**src/rtl/hard_sector_index_gen.sv**
```systemverilog
//-----------------------------------------------------------------------------
// hard_sector_index_gen
//
// Generates a hard-sectored disc index/sector pulse train: one pulse at the
// start of every sector slot plus an extra track-mark pulse halfway through the
// last slot of each revolution.  All timing advances on cke ticks so gap
// lengths match the time base of the track-mark detection path.
//
// Ports:
//   clock_i        system clock, positive edge
//   reset_i        asynchronous active-high reset
//   cke_i          tick enable; timing advances only on clocks with cke_i=1
//   enable_i       run request
//   sectors_i      sector holes per revolution (N)
//   period_i       ticks between sector pulses (P)
//   pulse_width_i  requested pulse high time in ticks (W)
//   index_o        registered pulse train, active high
//   sector_o       current slot number 0..N-1
//   track_mark_o   high while the half-slot track-mark pulse is driven
//   rev_strobe_o   one-clock strobe on each wrap to slot 0
//   running_o      generator in RUN state
//-----------------------------------------------------------------------------
`timescale 1ns/1ps
module hard_sector_index_gen #(
  parameter int SECTOR_W = 6,
  parameter int PERIOD_W = 16
) (
  input  logic                clock_i,
  input  logic                reset_i,
  input  logic                cke_i,
  input  logic                enable_i,
  input  logic [SECTOR_W-1:0] sectors_i,
  input  logic [PERIOD_W-1:0] period_i,
  input  logic [7:0]          pulse_width_i,
  output logic                index_o,
  output logic [SECTOR_W-1:0] sector_o,
  output logic                track_mark_o,
  output logic                rev_strobe_o,
  output logic                running_o
);

  // Comparison width wide enough for both the tick counter and the 8-bit
  // pulse width, plus one bit of headroom for H + Weff.
  localparam int CW = ((PERIOD_W > 8) ? PERIOD_W : 8) + 1;

  typedef enum logic {IDLE = 1'b0, RUN = 1'b1} state_t;

  state_t              state_q, state_d;
  logic [PERIOD_W-1:0] t_q, t_d;
  logic [SECTOR_W-1:0] s_q, s_d;
  logic [SECTOR_W-1:0] nl_q, nl_d;
  logic [PERIOD_W-1:0] pl_q, pl_d;
  logic [7:0]          wl_q, wl_d;
  logic                index_q, index_d;
  logic                tm_q, tm_d;
  logic                rev_q, rev_d;

  logic [CW-1:0]       h_c, w_c, tx_c;

  function automatic logic cfg_valid(input logic [SECTOR_W-1:0] n,
                                     input logic [PERIOD_W-1:0] p);
    return (n != '0) && (p >= PERIOD_W'(4));
  endfunction

  function automatic logic [CW-1:0] half_of(input logic [PERIOD_W-1:0] p);
    return CW'(p >> 1);
  endfunction

  // Effective pulse width: clamped to H-1 so the track-mark pulse never
  // touches the neighbouring sector pulse, and never shorter than one tick.
  function automatic logic [CW-1:0] weff_of(input logic [PERIOD_W-1:0] p,
                                            input logic [7:0]          w);
    logic [CW-1:0] hm1;
    logic [CW-1:0] wx;
    logic [CW-1:0] m;
    hm1 = CW'(p >> 1) - CW'(1);
    wx  = CW'(w);
    m   = (wx < hm1) ? wx : hm1;
    return (m == '0) ? CW'(1) : m;
  endfunction

  always_comb begin
    state_d = state_q;
    t_d     = t_q;
    s_d     = s_q;
    nl_d    = nl_q;
    pl_d    = pl_q;
    wl_d    = wl_q;
    index_d = index_q;
    tm_d    = tm_q;
    rev_d   = 1'b0;

    if (cke_i) begin
      if (state_q == IDLE) begin
        if (enable_i && cfg_valid(sectors_i, period_i)) begin
          state_d = RUN;
          t_d     = '0;
          s_d     = '0;
          nl_d    = sectors_i;
          pl_d    = period_i;
          wl_d    = pulse_width_i;
          rev_d   = 1'b1;
        end
      end else begin
        if (t_q == pl_q - PERIOD_W'(1)) begin
          t_d = '0;
          if (!enable_i) begin
            // Stop only at a slot boundary, so any started pulse has finished.
            state_d = IDLE;
            s_d     = '0;
          end else if (s_q == nl_q - SECTOR_W'(1)) begin
            s_d = '0;
            if (cfg_valid(sectors_i, period_i)) begin
              nl_d  = sectors_i;
              pl_d  = period_i;
              wl_d  = pulse_width_i;
              rev_d = 1'b1;
            end else begin
              state_d = IDLE;
            end
          end else begin
            s_d = s_q + SECTOR_W'(1);
          end
        end else begin
          t_d = t_q + PERIOD_W'(1);
        end
      end
    end

    // Outputs are decoded from the next-state values so they are registered
    // alongside the state they describe.
    h_c  = half_of(pl_d);
    w_c  = weff_of(pl_d, wl_d);
    tx_c = CW'(t_d);
    if (cke_i) begin
      tm_d    = (state_d == RUN) && (s_d == nl_d - SECTOR_W'(1)) &&
                (tx_c >= h_c) && (tx_c < h_c + w_c);
      index_d = (state_d == RUN) && ((tx_c < w_c) || tm_d);
    end
  end

  always_ff @(posedge clock_i or posedge reset_i) begin
    if (reset_i) begin
      state_q <= IDLE;
      t_q     <= '0;
      s_q     <= '0;
      nl_q    <= '0;
      pl_q    <= '0;
      wl_q    <= '0;
      index_q <= 1'b0;
      tm_q    <= 1'b0;
      rev_q   <= 1'b0;
    end else begin
      state_q <= state_d;
      t_q     <= t_d;
      s_q     <= s_d;
      nl_q    <= nl_d;
      pl_q    <= pl_d;
      wl_q    <= wl_d;
      index_q <= index_d;
      tm_q    <= tm_d;
      rev_q   <= rev_d;
    end
  end

  assign index_o      = index_q;
  assign sector_o     = s_q;
  assign track_mark_o = tm_q;
  assign rev_strobe_o = rev_q;
  assign running_o    = (state_q == RUN);

endmodule

```
**config.mk**
```make
export PLATFORM = sky130hd
export DESIGN_NAME = hard_sector_index_gen
export DESIGN_NICKNAME = d
export VERILOG_FILES = /design/src/rtl/hard_sector_index_gen.sv
export SDC_FILE = /design/constraint.sdc
export NUM_CORES = 1
export LEC_CHECK = 0
export BUFFER_PORTS_ARGS = -buffer_cell sky130_fd_sc_hd__buf_2
export CAP_MARGIN = 20
export CORE_ASPECT_RATIO = 1.2
export CORE_MARGIN = 1.5
export CORE_UTILIZATION = 56
export DETAILED_ROUTE_END_ITERATION = 7
export GPL_TIMING_DRIVEN = 0
export PLACE_DENSITY = 0.78
export SYNTH_ARGS = -nofsm -noshare
export SYNTH_HDL_FRONTEND = slang
export SYNTH_SLANG_ARGS = --single-unit
```
**constraint.sdc**
```tcl
create_clock -name clock_i -period 9.02 [get_ports clock_i]
set_input_delay 0.451 -clock clock_i [delete_from_list [all_inputs] [get_ports clock_i]]
set_output_delay 0.451 -clock clock_i [all_outputs]
set_load 0.005 [all_outputs]
```
; ---- Yosys cells after proc, flatten, opt, wreduce, memory -nomap -nowiden
; Cells that the tools add are included.
[word_totals]
register_bits = 56
latch_bits = 0
ramBits = 0
romBits = 0
in_bits = 34
output_inout_bits = 10
wordCells = 85
memories = 0
[op_classes]
add_sub_neg = 7
mul = 0
div_mod_pow = 0
magnitude_cmp = 5
eq_ne = 7
shift = 0
n_mux = 45
bitwise = 0
n_reduce_logical = 11
[ops]
columns = operator, count
row1 = 16-bit 2-to-1 mux, 11
row2 = 6-bit 2-to-1 mux, 13
row3 = 8-bit 2-to-1 mux, 7
row4 = 16-bit by 17-bit < comparator with 1-bit output, 2
row5 = 17-bit 2-to-1 mux, 2
row6 = 15-bit by 17-bit adder with 17-bit output, 1
row7 = 17-bit zero test, 1
row8 = 8-bit by 17-bit < comparator with 1-bit output, 1
row9 = 16-bit by 1-bit adder with 16-bit output (second input constant), 1
row10 = 16-bit == test, 1
row11 = 16-bit by 15-bit greater-or-equal comparator with 1-bit output, 1
row12 = 16-bit by 3-bit greater-or-equal comparator with 1-bit output (second input constant), 1
row13 = 15-bit by 1-bit subtractor with 16-bit output (second input constant), 1
row14 = 16-bit by 1-bit subtractor with 16-bit output (second input constant), 1
row15 = 6-bit == test, 2
row16 = 1-bit 2-to-1 mux, 12
row17 = 6-bit by 1-bit subtractor with 6-bit output (second input constant), 2
row18 = 6-bit by 1-bit adder with 6-bit output (second input constant), 1
row19 = 1-bit logical AND, 6
row20 = 2-bit by 1-bit inequality test with 1-bit output (second input constant), 3
row21 = 6-bit AND reduction, 1
row22 = 6-bit nonzero test, 1
row23 = 2-bit inequality test (second input constant), 1
row24 = 2-bit nonzero test, 1
row25 = 1-bit logical OR, 1

; ---- Depth between registers and ports, before layout
; Gate-level depths: netlist of run 1.
[logic_depth]
word_depth = 18
depth_mapped = 51
mapped_depth_nobuf = 48

; ---- Worst setup path before layout of run 1
; No wires, ideal clock.
[synth_timing]
path_kind = register to register
start = register pl_q[0]
end = register tm_q, in the netlist track_mark_o
setup_ns = 0.083
arrival_ns = 8.917
required_ns = 8.937
slack_ns = 0.021
stages_incl_launch_ff = 45
path_buffers = 1
period_less_slack_ns = 8.999
path_cell_list = dfrtp_1 -> inv_1 -> ha_1 -> or4b_4 -> or4b_1 -> nand2_1 -> a21oi_2 -> or4_4 -> o311ai_0 -> and2_1 -> inv_1 -> a211oi_2 -> and3_1 -> o21bai_1 -> inv_1 -> ha_1 -> a21o_1 -> a211o_1 -> (+9 left out) -> a21oi_1 -> o21bai_1 -> a21oi_1 -> o21bai_1 -> a21oi_1 -> o21bai_1 -> a21oi_1 -> o21bai_1 -> a21oi_1 -> xor2_1 -> ha_1 -> nor2b_1 -> o21ai_0 -> nand4b_1 -> or4_1 -> nor3_1 -> nand4_1 -> o21ai_0
[synth_between]
elab_chain_cells = 13
elab_cells_between_ends = 33
cone_classes = 4 x add/sub / 3 x order compare / 2 x eq/ne / 20 x mux / 4 x reduce/logical
[synth_rtl]
columns = element, line
row1 = from (decl), 52  ; logic [PERIOD_W-1:0] pl_q, pl_d;
row2 = from (signal assigned), 158  ; pl_q <= pl_d;
row3 = 16-bit by 1-bit subtractor with 16-bit output *, 105  ; if (t_q == pl_q - PERIOD_W'(1)) begin
row4 = 16-bit == test *, 105
row5 = 16-bit 2-to-1 mux *, 105
row6 = 16-bit 2-to-1 mux *, 94  ; if (state_q == IDLE) begin
row7 = 16-bit 2-to-1 mux *, 93  ; if (cke_i) begin
row8 = named net pl_d[5], 52
row9 = 15-bit by 1-bit subtractor with 16-bit output, 76  ; hm1 = CW'(p >> 1) - CW'(1);
row10 = 8-bit by 17-bit < comparator with 1-bit output, 78  ; m = (wx < hm1) ? wx : hm1;
row11 = 17-bit 2-to-1 mux, 78
row12 = 17-bit zero test, 79  ; return (m == '0) ? CW'(1) : m;
row13 = 17-bit 2-to-1 mux, 79
row14 = 15-bit by 17-bit adder with 17-bit output, 137  ; (tx_c >= h_c) && (tx_c < h_c + w_c);
row15 = 16-bit by 17-bit < comparator with 1-bit output, 137
row16 = 1-bit logical AND *, 137
row17 = to (signal assigned), 161  ; tm_q <= tm_d;
row18 = to (decl), 55  ; logic tm_q, tm_d;
; Mark *: on every way through the listed nets, which the timed path passes. The rest lies on a longest branch. The select of a mux whose other input is x is not followed.
; A chain may end at the register's enable or synchronous reset.

; ---- Worst setup path after layout of run 1
[layout_timing]
start = register pl_q[1]
end = register tm_q, in the netlist track_mark_o
; The elaborated chain is that of the path after synthesis.

==> results by group, run 1 <==
Status
  – Status: finished, violations left
  – Violated checks: negative setup slack

Worst setup path
  – CP startpoint kind: flop
  – Worst setup path class: flop to flop
  – Critical Path RT: between 9 and 10 ns
  – Worst reg2reg setup slack: -0.19 ns
  – CP arrival: around 9.4 ns
  – Critical path's slowest cell: or4_4
  – Worst Setup SP: pl_q[1]
  – Critical Path Most Common Cell: a21oi_2
  – Worst R2R Start: pl_q[1]
  – Max Fanout on Critical Path: 5
  – Crit-path max cell delay: between 0.5 and 0.6 ns
  – Critical Path Sink Type: flop

Timing
  – Slew Viols, Final: 0
  – Fin. Hold Viols: 0
  – Fin Setup TNS: -0.340 ns
  – Final setup fails: 2
  – Setup ws final: -0.186 ns
  – F_max: around 110 MHz
  – Slew @ Worst Pin: about 0.97 ns
  – Worst clock skew: approximately 0.0078 ns
  – Rel. slew slack: 34.9%
  – Crit path time final: between 9 and 10 ns
  – Unrepaired setup endpoints after global routing: yes
  – Part of the cycle the worst path needs: 102%

Power and ir drop
  – Flop pwr share: a little under a quarter
  – Switching Share: 45.7%
  – P_sw: approximately 700 uW
  – Leakage: between 0.003 and 0.004 uW
  – Peak supply drop: a little under 0.1 mV
  – Clock power frac: between 10% and 20%
  – Combinational share of power: roughly 64%
  – PwrDens: between 200 and 250 nW/um2
  – Pint: 826 uW
  – Tot Pwr: about 1500 uW

Logic synthesis
  – Xor/xnor share of the synthesized area: under 10%
  – Yosys top cell area share: between 20% and 30%
  – Asr flop ratio synth: 100%
  – Synth Area per Inst: ~8.3 um2
  – Mux contribution to synthesized area: around 5.0%
  – Synth Area in Compound Gates: around 21%
  – Main combinational cell family by area after synthesis: simple AND/OR/NAND/NOR gates
  – Post-Synthesis Cells: 706
  – Yosys top cell by area: dfrtp_1
  – EDFF count, synth: 0
  – Seq/Total Area, Yosys: around a quarter
  – Mapped cell area: 5840 um2
  – Synth area leaders: dfrtp_1 24%, ha_1 15%, xnor2_1 4.8%
  – Yosys reg bits: between 50 and 60
  – Count of cell types in the netlist: 83
  – Synth Area in Simple Gates: between 20% and 30%
  – Yosys warnings: 0
  – Synth Area in Adders: approximately 15%
  – Synth Flop Type: dfrtp_1

Placement
  – Pre-CTS setup slack: -2.03 ns
  – Dpl hpwl: 14.2 mm
  – Area after DPL: roughly 6300 um2
  – Placer Congestion: 0.978
  – IO buf count: 43

Layout
  – Number of fill cells in the layout: 811
  – Fin nets: 903
  – N_diodes: 0
  – Commonest non-fill, non-tap cell in the layout: ha_1
  – Most frequent cells in the layout: 64 x ha_1, 60 x nand2_1, 55 x dfrtp_1
  – Layout cell share with drive strength beyond 1: between 20% and 30%
  – Area delta synth->final: 19.3%
  – Final Core Density: around 69%
  – Design area: around 7000 um2

Global route
  – Met1 Usage GRT: roughly two fifths
  – Vias in the first global route: between 5000 and 6000
  – Initial antenna violation count: 0
  – Gr busiest metal: met2
  – Global Route met3 Usage: under 10%
  – Congestion Overflow GR: 0
  – Total GRT Usage: 33.8%
  – First-pass GRT wire length: 28.3 mm
  – Largest net degree at the start of global routing: 35
  – Met2 Use GR: about 60%

Worst hold path
  – Worst min path class: primary input to asynchronous set/reset pin

Clock network
  – CTS H-tree lvls: 2
  – Clock Path Buffers: 2
  – Total clock buffers created by CTS: 5
  – Clock sink count: 56
  – CTS Hold Bufs: 0
  – CTS tree: done
  – CTS clk-pin slew, worst paths: 0.08 ns
  – Clock latency at the later pin of the worst-skew pair: 0.31 ns
  – Clk root buf: clkbuf_16

Floorplan
  – Core area: around 10000 um2
  – Initial Utilization: roughly 58%
  – Die Width: approximately 96 um
  – DIE HEIGHT: about 110 um
  – Die area: around 11000 um2
  – I/O pins: 44
  – # rows: 40

Detailed routing
  – Vias per cell: 6.25
  – Routed WL: roughly 18 mm
  – Antenna Nets Post-Route: 0
  – Via Count: approximately 5800
  – Initial DRC Count: between 300 and 400
  – Remaining DRCs: 0
  – Avg WL per Cell: approximately 20 um
  – DR pass1 iterations: 5

Job
  – Reported max-cap violation count: 0
==> per-stage QoR <==
stage	hold slack (ns)	cells
2_1_floorplan	0.454	718
3_3_place_gp	0.503	887
3_5_place_dp	0.509	888
4_1_cts	0.190	922
5_1_grt	0.218	927
6_report	0.172	927
==> cell families after synthesis <==
logic type      count (synthesis)
simple gates                  249
compound gates                178
buf+inv                        77
fa+ha+maj                      70
flops                          56
xor+xnor                       47
mux                            27
other cells                     2
==> final timing paths <==
| kind | depth (start not counted) | end |
|---|---|---|
| max in group asynchronous | 3 | pl_q[1] |
| min | 2 | sector_o[3] |
| min in group clock_i | 2 | nl_q[1] |
| max reg2reg | 46 | track_mark_o |
| min reg2reg | 2 | wl_q[0] |
| max | 46 | track_mark_o |
==> cell usage after synthesis (all sizes together) (6+ instances only) <==
cell type and instances:
a211oi 6, a21o 17, a21oi 44, and2 7
and3 16, buf 6, clkbuf 11, dfrtp 56
ha 68, inv 59, mux2 10, mux2i 17
nand2 63, nand2b 11, nand3 23, nand4 15
nor2 49, nor2b 11, nor3 19, nor4 8
o21ai 41, o21bai 12, o31ai 10, or3 7
xnor2 32, xor2 14
==> flip-flops by register name (all words and copies together), names as in the netlist <==
signal	flops
running_o	1
sector_o	6
track_mark_o	1
index_o	1
pl_q	16
rev_strobe_o	1
t_q	16
nl_q	6
wl_q	8
==> power groups by stage <==
stage | registers [uW] | clock network (uW) | logic [uW]
floorplan | 334 | 0 | 603
global placement | 349 | 0 | 760
detailed placement | 350 | 0 | 787
CTS | 346 | 204 | 926
global route | 354 | 214 | 1060
finish | 348 | 205 | 968
==> repair_timing <==
item,CTS,global route
pin swaps,39,2
resized for setup,67,12
setup endpoints to repair,2,2
setup buffers,26,5
==> per-layer routing <==
layer  wire [um]  up-vias
li1            -     2740
met1        7220     2761
met2        9090      236
met3         955       58
met4         843        0
met5           0        -
==> layout make-up <==
cell class	instances	area [um2]	area share, %
Multi-Input combinational cell	585	4450	63.9
Sequential cell	56	1400	20.1
Timing Repair Buffer	75	468	6.72
Inverter	60	235	3.38
Tap cell	126	158	2.26
Clock buffer	5	125	1.80
Buffer	17	104	1.49
Clock inverter	3	22.5	0.323
==> worst max-delay path: cells and delay by family (launching register included) <==
kind,cells,cell delay (ns)
AO/OA/AOI/OAI,23,3.44
XOR/XNOR,1,0.19
adder cells (fa/ha/maj),5,1.16
buffers and inverters,5,0.47
flip-flops,1,0.43
multiplexers,1,0.33
AND/OR/NAND/NOR,11,3.08
(Power assumes the default switching activity.)
==> run 2, diff against run 1 <==
- SETUP_SLACK_MARGIN: unset -> 0.5
==> results by group, run 2 (synthesis gave the netlist of run 1 again) <==
Clock network
  – CTS Hold Bufs: 0 (unchanged)
  – Clock sink count: 56 (unchanged)
  – CTS H-tree lvls: 2 (unchanged)
  – Clock latency at the later pin of the worst-skew pair: 0.30 ns (was 0.31 ns)
  – Total clock buffers created by CTS: 5 (unchanged)
  – Clk root buf: clkbuf_16 (unchanged)
  – CTS clk-pin slew, worst paths: 0.08 ns (about the same)
  – CTS tree: done (unchanged)
  – Clock Path Buffers: 2 (unchanged)

Global route
  – Largest net degree at the start of global routing: 31 (was 35)
  – Vias in the first global route: 5555 (was 5696)
  – Congestion Overflow GR: 0 (unchanged)
  – Total GRT Usage: 33.7% (was 33.8%)
  – First-pass GRT wire length: 28.1 mm (was 28.3 mm)
  – Initial antenna violation count: 0 (unchanged)

Timing
  – Slew @ Worst Pin: 0.998 ns (was 0.970 ns)
  – Slew Viols, Final: 0 (unchanged)
  – Fin. Hold Viols: 0 (unchanged)
  – Fin Setup TNS: -0.624 ns (was -0.340 ns)
  – F_max: 107 MHz (was 109 MHz)
  – Unrepaired setup endpoints after global routing: yes (unchanged)
  – Final setup fails: 2 (unchanged)
  – Rel. slew slack: 33.0% (was 34.9%)
  – Setup ws final: -0.322 ns (was -0.186 ns)
  – Worst clock skew: 0.00942 ns (was 0.00783 ns)
  – Crit path time final: 9.34 ns (was 9.21 ns)
  – Part of the cycle the worst path needs: 104% (was 102%)

Status
  – Violated checks: negative setup slack (unchanged)
  – Status: finished, violations left (unchanged)

Detailed routing
  – Routed WL: 18.9 mm (was 18.1 mm)
  – Initial DRC Count: 552 (was 386)
  – Vias per cell: 6.47 (was 6.25)
  – Via Count: 5995 (was 5795)
  – Antenna Nets Post-Route: 0 (unchanged)
  – Remaining DRCs: 0 (unchanged)
  – Avg WL per Cell: 20.4 um (was 19.5 um)
  – DR pass1 iterations: 5 (unchanged)

Placement
  – Placer Congestion: 0.969 (was 0.978)
  – IO buf count: 43 (unchanged)
  – Dpl hpwl: 14.1 mm (was 14.2 mm)

Layout
  – Layout cell share with drive strength beyond 1: 22.5% (was 21.2%)
  – Fin nets: 904 (was 903)
  – Most frequent cells in the layout: 63 x ha_1, 60 x nand2_1, 52 x inv_1, 52 x dfrtp_1, 46 x nor2_1 (was 64 x ha_1, 60 x nand2_1, 55 x dfrtp_1)
  – Largest regs: pl_q: 16 flops, t_q: 16 flops, wl_q: 8 flops (unchanged)
  – N_diodes: 0 (unchanged)
  – Commonest non-fill, non-tap cell in the layout: ha_1 (unchanged)
  – Area delta synth->final: 21.8% (was 19.3%)

Floorplan
  – Die area: 11100 um2 (unchanged)
  – Die Width: 96.2 um (unchanged)
  – # rows: 40 (unchanged)
  – Core area: 10100 um2 (unchanged)
  – I/O pins: 44 (unchanged)
  – DIE HEIGHT: 115 um (unchanged)
  – Initial Utilization: 58.1% (unchanged)

Worst setup path
  – Critical Path RT: 9.24 ns (was 9.25 ns)
  – CP arrival: 9.57 ns (was 9.44 ns)
  – Max Fanout on Critical Path: 5 (unchanged)
  – Worst setup path class: flop to flop (unchanged)
  – CP startpoint kind: flop (unchanged)
  – Crit-path max cell delay: 0.54 ns (was 0.53 ns)
  – Critical Path Sink Type: flop (unchanged)
  – Critical Path Most Common Cell: a21oi_2 (unchanged)
  – Critical path's slowest cell: or4b_4 (was or4_4)

Power and ir drop
  – Clock power frac: 15.7% (was 13.5%)
  – Combinational share of power: 62.2% (was 63.6%)
  – Pint: 896 uW (was 826 uW)
  – P_sw: 715 uW (was 695 uW)
  – Tot Pwr: 1610 uW (was 1520 uW)
  – PwrDens: 226 nW/um2 (was 218 nW/um2)
  – Leakage: 0.00339 uW (was 0.00334 uW)
  – Flop pwr share: 22.1% (was 22.9%)
  – Peak supply drop: 0.109 mV (was 0.0994 mV)
  – Switching Share: 44.4% (was 45.7%)

Job
  – Reported max-cap violation count: 0 (unchanged)

Worst hold path
  – Worst min path class: primary input to asynchronous set/reset pin (unchanged)
## run 2: cell types whose count changed in the layout (fill, tap and decap cells not counted), moves of 2 or more
cell | before | now
clkinv_4 | 2 | 0
mux2i_1 | 14 | 12
dfrtp_1 | 55 | 52
bufinv_16 | 0 | 2
a21oi_1 | 32 | 28
a21oi_2 | 11 | 15
dfrtp_2 | 1 | 4
inv_4 | 0 | 2
## run 2: per-stage QoR
| step | cell area (um2) | hold WS [ns] | setup WS [ns] | util, % | std cells |
|---|---|---|---|---|---|
| global route | 7120 | 0.253 | -0.685 | 70.7 | 927 |
| finish | 7120 | 0.207 | -0.322 | 70.7 | 927 |
| CTS | 6940 | 0.227 | -0.309 | 69.0 | 921 |
| detailed placement | 6330 | 0.482 | -1.64 | 62.9 | 888 |
| floorplan | 5940 | 0.454 | 0.456 | - | 718 |
| global placement | 6310 | 0.490 | -1.45 | 62.7 | 887 |
## run 2: power groups by stage
stage | Clock (uW) | Combinational, uW | Sequential [uW]
after CTS | 252 | 927 | 348
after detailed placement | 0 | 805 | 352
after floorplan | 0 | 620 | 335
after global routing | 264 | 1090 | 359
final | 254 | 1000 | 355
after global placement | 0 | 773 | 350
## run 2: final timing paths
| path | endpoint | from | cells after the start | slack, ns |
|---|---|---|---|---|
| setup reg to reg | track_mark_o | pl_q[0] | 49 | -0.32 |
| setup / recovery | track_mark_o | pl_q[0] | 49 | -0.32 |
| min in group clock_i | pl_q[0] | period_i[0] | 3 | 0.37 |
| hold / removal | sector_o[3] | reset_i | 2 | 0.21 |
| max in group asynchronous | pl_q[1] | reset_i | 3 | 8.21 |
| hold reg to reg | wl_q[0] | wl_q[0] | 2 | 0.51 |
## run 2: critical path: cells and delay by family, from the launching register on
kind | cells | cell delay [ns]
buf+inv | 7 | 1.00
simple gates | 13 | 2.66
xor+xnor | 1 | 0.10
compound gates | 22 | 3.49
mux | 1 | 0.33
fa+ha+maj | 5 | 1.23
flops | 1 | 0.44
## run 2: layer usage
metal | GRT usage [%] | vias to the layer above | routed length [um]
met5 | 0 | - | 0
met1 | 39.3 | 2870 | 7200
met4 | 20.0 | 0 | 1240
met3 | 4.63 | 89 | 1230
met2 | 57.9 | 288 | 9200
li1 | - | 2748 | -
## run 2: final cells by class
| type | count | area, um2 |
|---|---|---|
| Buffer | 17 | 104 |
| Clock buffer | 5 | 125 |
| Clock inverter | 2 | 60.1 |
| Fill cell | 780 | 2940 |
| Inverter | 60 | 235 |
| Multi-Input combinational cell | 585 | 4540 |
| Sequential cell | 56 | 1410 |
| Tap cell | 126 | 158 |
| Timing Repair Buffer | 76 | 492 |
## run 2: repair_timing
| action | 4_1_cts | 5_1_grt |
|---|---|---|
| pin swaps | 42 | 21 |
| setup endpoints to repair | 2 | 2 |
| resized for setup | 48 | 34 |
| setup buffers | 26 | 6 |
==> run 3, diff against run 2 <==
- CORE_UTILIZATION: 56 -> 62
- PLACE_DENSITY: 0.78 -> 0.82
- clock period: 9.02 -> 10.7 ns (I/O delays scaled with it)
==> results by group, run 3 (synthesis gave the netlist of run 1 again) <==
Detailed routing
  – Initial DRC Count: 523 (was 552)
  – DR pass1 iterations: 5 (unchanged)
  – Vias per cell: 6.40 (was 6.47)
  – M1 wire length: 6.83 mm (was 7.20 mm)
  – Antenna Nets Post-Route: 0 (unchanged)
  – Via Count: 5794 (was 5995)
  – Avg WL per Cell: 19.3 um (was 20.4 um)
  – Met2 WL: 8.72 mm (was 9.20 mm)
  – Remaining DRCs: 0 (unchanged)
  – Routed WL: 17.5 mm (was 18.9 mm)
  – Routed met3 length: 1.05 mm (was 1.23 mm)
  – Top Metal Used: met4 (unchanged)

Layout
  – Fin nets: 887 (was 904)
  – Design area: 6670 um2 (was 7120 um2)
  – Most frequent cells in the layout: 67 x ha_1, 63 x nand2_1, 58 x inv_1 (was 63 x ha_1, 60 x nand2_1, 52 x inv_1, 52 x dfrtp_1, 46 x nor2_1)
  – Area delta synth->final: 14.1% (was 21.8%)
  – Commonest non-fill, non-tap cell in the layout: ha_1 (unchanged)
  – Layout cell share with drive strength beyond 1: 16.4% (was 22.5%)
  – Final Core Density: 73.4% (was 70.7%)
  – N_diodes: 0 (unchanged)
  – Largest regs: pl_q: 16 flops, t_q: 16 flops, wl_q: 8 flops (unchanged)

Clock network
  – CTS tree: done (unchanged)
  – Clk root buf: clkbuf_8 (was clkbuf_16)
  – Clock latency at the later pin of the worst-skew pair: 0.33 ns (was 0.30 ns)
  – CTS clk-pin slew, worst paths: 0.11 ns (was 0.08 ns)
  – CTS H-tree lvls: 2 (unchanged)
  – CTS Hold Bufs: 0 (unchanged)
  – Total clock buffers created by CTS: 5 (unchanged)
  – Clock Path Buffers: 2 (unchanged)
  – Clock sink count: 56 (unchanged)

Power and ir drop
  – Clock power frac: 12.2% (was 15.7%)
  – P_sw: 547 uW (was 715 uW)
  – Peak supply drop: 0.122 mV (was 0.109 mV)
  – Switching Share: 46.0% (was 44.4%)
  – Pint: 642 uW (was 896 uW)
  – Leakage: 0.00324 uW (was 0.00339 uW)
  – Combinational share of power: 63.1% (was 62.2%)
  – Flop pwr share: 24.7% (was 22.1%)
  – PwrDens: 178 nW/um2 (was 226 nW/um2)

Worst setup path
  – Critical Path Sink Type: flop (unchanged)
  – Crit-path max cell delay: 0.54 ns (about the same)
  – Critical path's slowest cell: or4_4 (was or4b_4)
  – Family with the most delay on the worst path: compound AO/OA/AOI/OAI gates (unchanged)
  – Worst R2R Start: pl_q[1] (was pl_q[0])
  – Critical Path RT: 10.95 ns (was 9.24 ns)
  – Worst setup path end: track_mark_o (unchanged)
  – Worst R2R End: track_mark_o (unchanged)
  – Max Fanout on Critical Path: 8 (was 5)
  – Worst setup path class: flop to flop (unchanged)
  – Worst Setup SP: pl_q[1] (was pl_q[0])
  – Cells on worst reg2reg path: 45 (was 49)
  – CP startpoint kind: flop (unchanged)
  – Critical Path Stages: 45 (was 49)
  – CP arrival: 10.14 ns (was 9.57 ns)
  – Worst reg2reg setup slack: 0.81 ns (was -0.32 ns)
  – Buf+Inv Stages, Crit Path: 4 (was 7)

Placement
  – Area after DPL: 6270 um2 (was 6330 um2)
  – IO buf count: 43 (unchanged)
  – Placer Congestion: 0.972 (was 0.969)
  – Dpl hpwl: 14.0 mm (was 14.1 mm)

Floorplan
  – DIE HEIGHT: 109 um (was 115 um)
  – # rows: 38 (was 40)
  – Die area: 10000 um2 (was 11100 um2)
  – Die Width: 91.6 um (was 96.2 um)
  – I/O pins: 44 (unchanged)
  – Initial Utilization: 64.3% (was 58.1%)
  – Core area: 9080 um2 (was 10100 um2)

Global route
  – Initial antenna violation count: 0 (unchanged)
  – First-pass GRT wire length: 27.0 mm (was 28.1 mm)
  – Largest net degree at the start of global routing: 33 (was 31)
  – Total GRT Usage: 34.9% (was 33.7%)
  – Vias in the first global route: 5486 (was 5555)
  – Congestion Overflow GR: 0 (unchanged)

Timing
  – Fin Setup TNS: 0 ns (was -0.624 ns)
  – Final setup fails: 0 (was 2)
  – Crit path time final: 9.89 ns (was 9.34 ns)
  – Worst clock skew: 0.0122 ns (was 0.00942 ns)
  – Slew Viols, Final: 0 (unchanged)
  – Fin. Hold Viols: 0 (unchanged)
  – Slew @ Worst Pin: 0.975 ns (was 0.998 ns)
  – F_max: 101 MHz (was 107 MHz)
  – Part of the cycle the worst path needs: 92.4% (was 104%)
  – Unrepaired setup endpoints after global routing: no (was yes)
  – Rel. slew slack: 34.6% (was 33.0%)

Worst hold path
  – Worst min path class: primary input to asynchronous set/reset pin (unchanged)

Job
  – Reported max-cap violation count: 0 (unchanged)

Status
  – Status: finished clean (was finished, violations left)
run 3: cell count changes in the layout (fill, tap and decap cells not counted), sizes merged:
cell,before,now
clkinv,0,2
buf,82,63
inv,60,59
clkbuf,16,19
bufinv,2,1
run 3: through the flow:
stage / total power, uW / setup WS [ns] / std cells / hold slack (ns)
final: 1190 / 0.808 / 905 / 0.228
after global routing: 1280 / 0.470 / 905 / 0.265
after CTS: 1120 / 0.515 / 891 / 0.251
after detailed placement: 960 / -0.362 / 882 / 0.509
after global placement: 930 / -0.0657 / 881 / 0.495
after floorplan: 790 / 1.70 / 718 / 0.454
run 3: area by class of cell:
cell class                      count  area (um2)
Buffer                             17        91.3
Clock buffer                        6        72.6
Clock inverter                      2        35.0
Fill cell                         735        2410
Inverter                           60         226
Multi-Input combinational cell    585        4340
Sequential cell                    56        1400
Tap cell                          120         150
Timing Repair Buffer               59         348
run 3: power by group through the flow:
stage / combinational (uW) / sequential [uW] / clock [uW]
detailed placement: 665 / 295 / 0
global placement: 636 / 294 / 0
floorplan: 509 / 282 / 0
global route: 827 / 297 / 154
CTS: 686 / 291 / 145
finish: 750 / 294 / 145
run 3: worst min-delay path by stage:
stage / startpoint / end / slack, ns / cells past startpoint
after floorplan: wl_q[0] / wl_q[0] / 0.45 / 2
after global placement: wl_q[0] / wl_q[0] / 0.50 / 2
after detailed placement: wl_q[0] / wl_q[0] / 0.51 / 2
after CTS: reset_i / sector_o[3] / 0.25 / 2
after global routing: reset_i / pl_q[12] / 0.26 / 2
final: reset_i / sector_o[3] / 0.23 / 2
run 3: repair_timing:
item,CTS,global route
buffers inserted,1,14
gates resized for setup,11,26
setup endpoints to repair,2,2
pin swaps,2,16
run 3: layer usage:
layer / track usage, % / vias up
met5: 0 / -
met4: 19.1 / 0
met3: 4.70 / 60
met2: 63.2 / 279
met1: 39.8 / 2746
li1: - / 2709
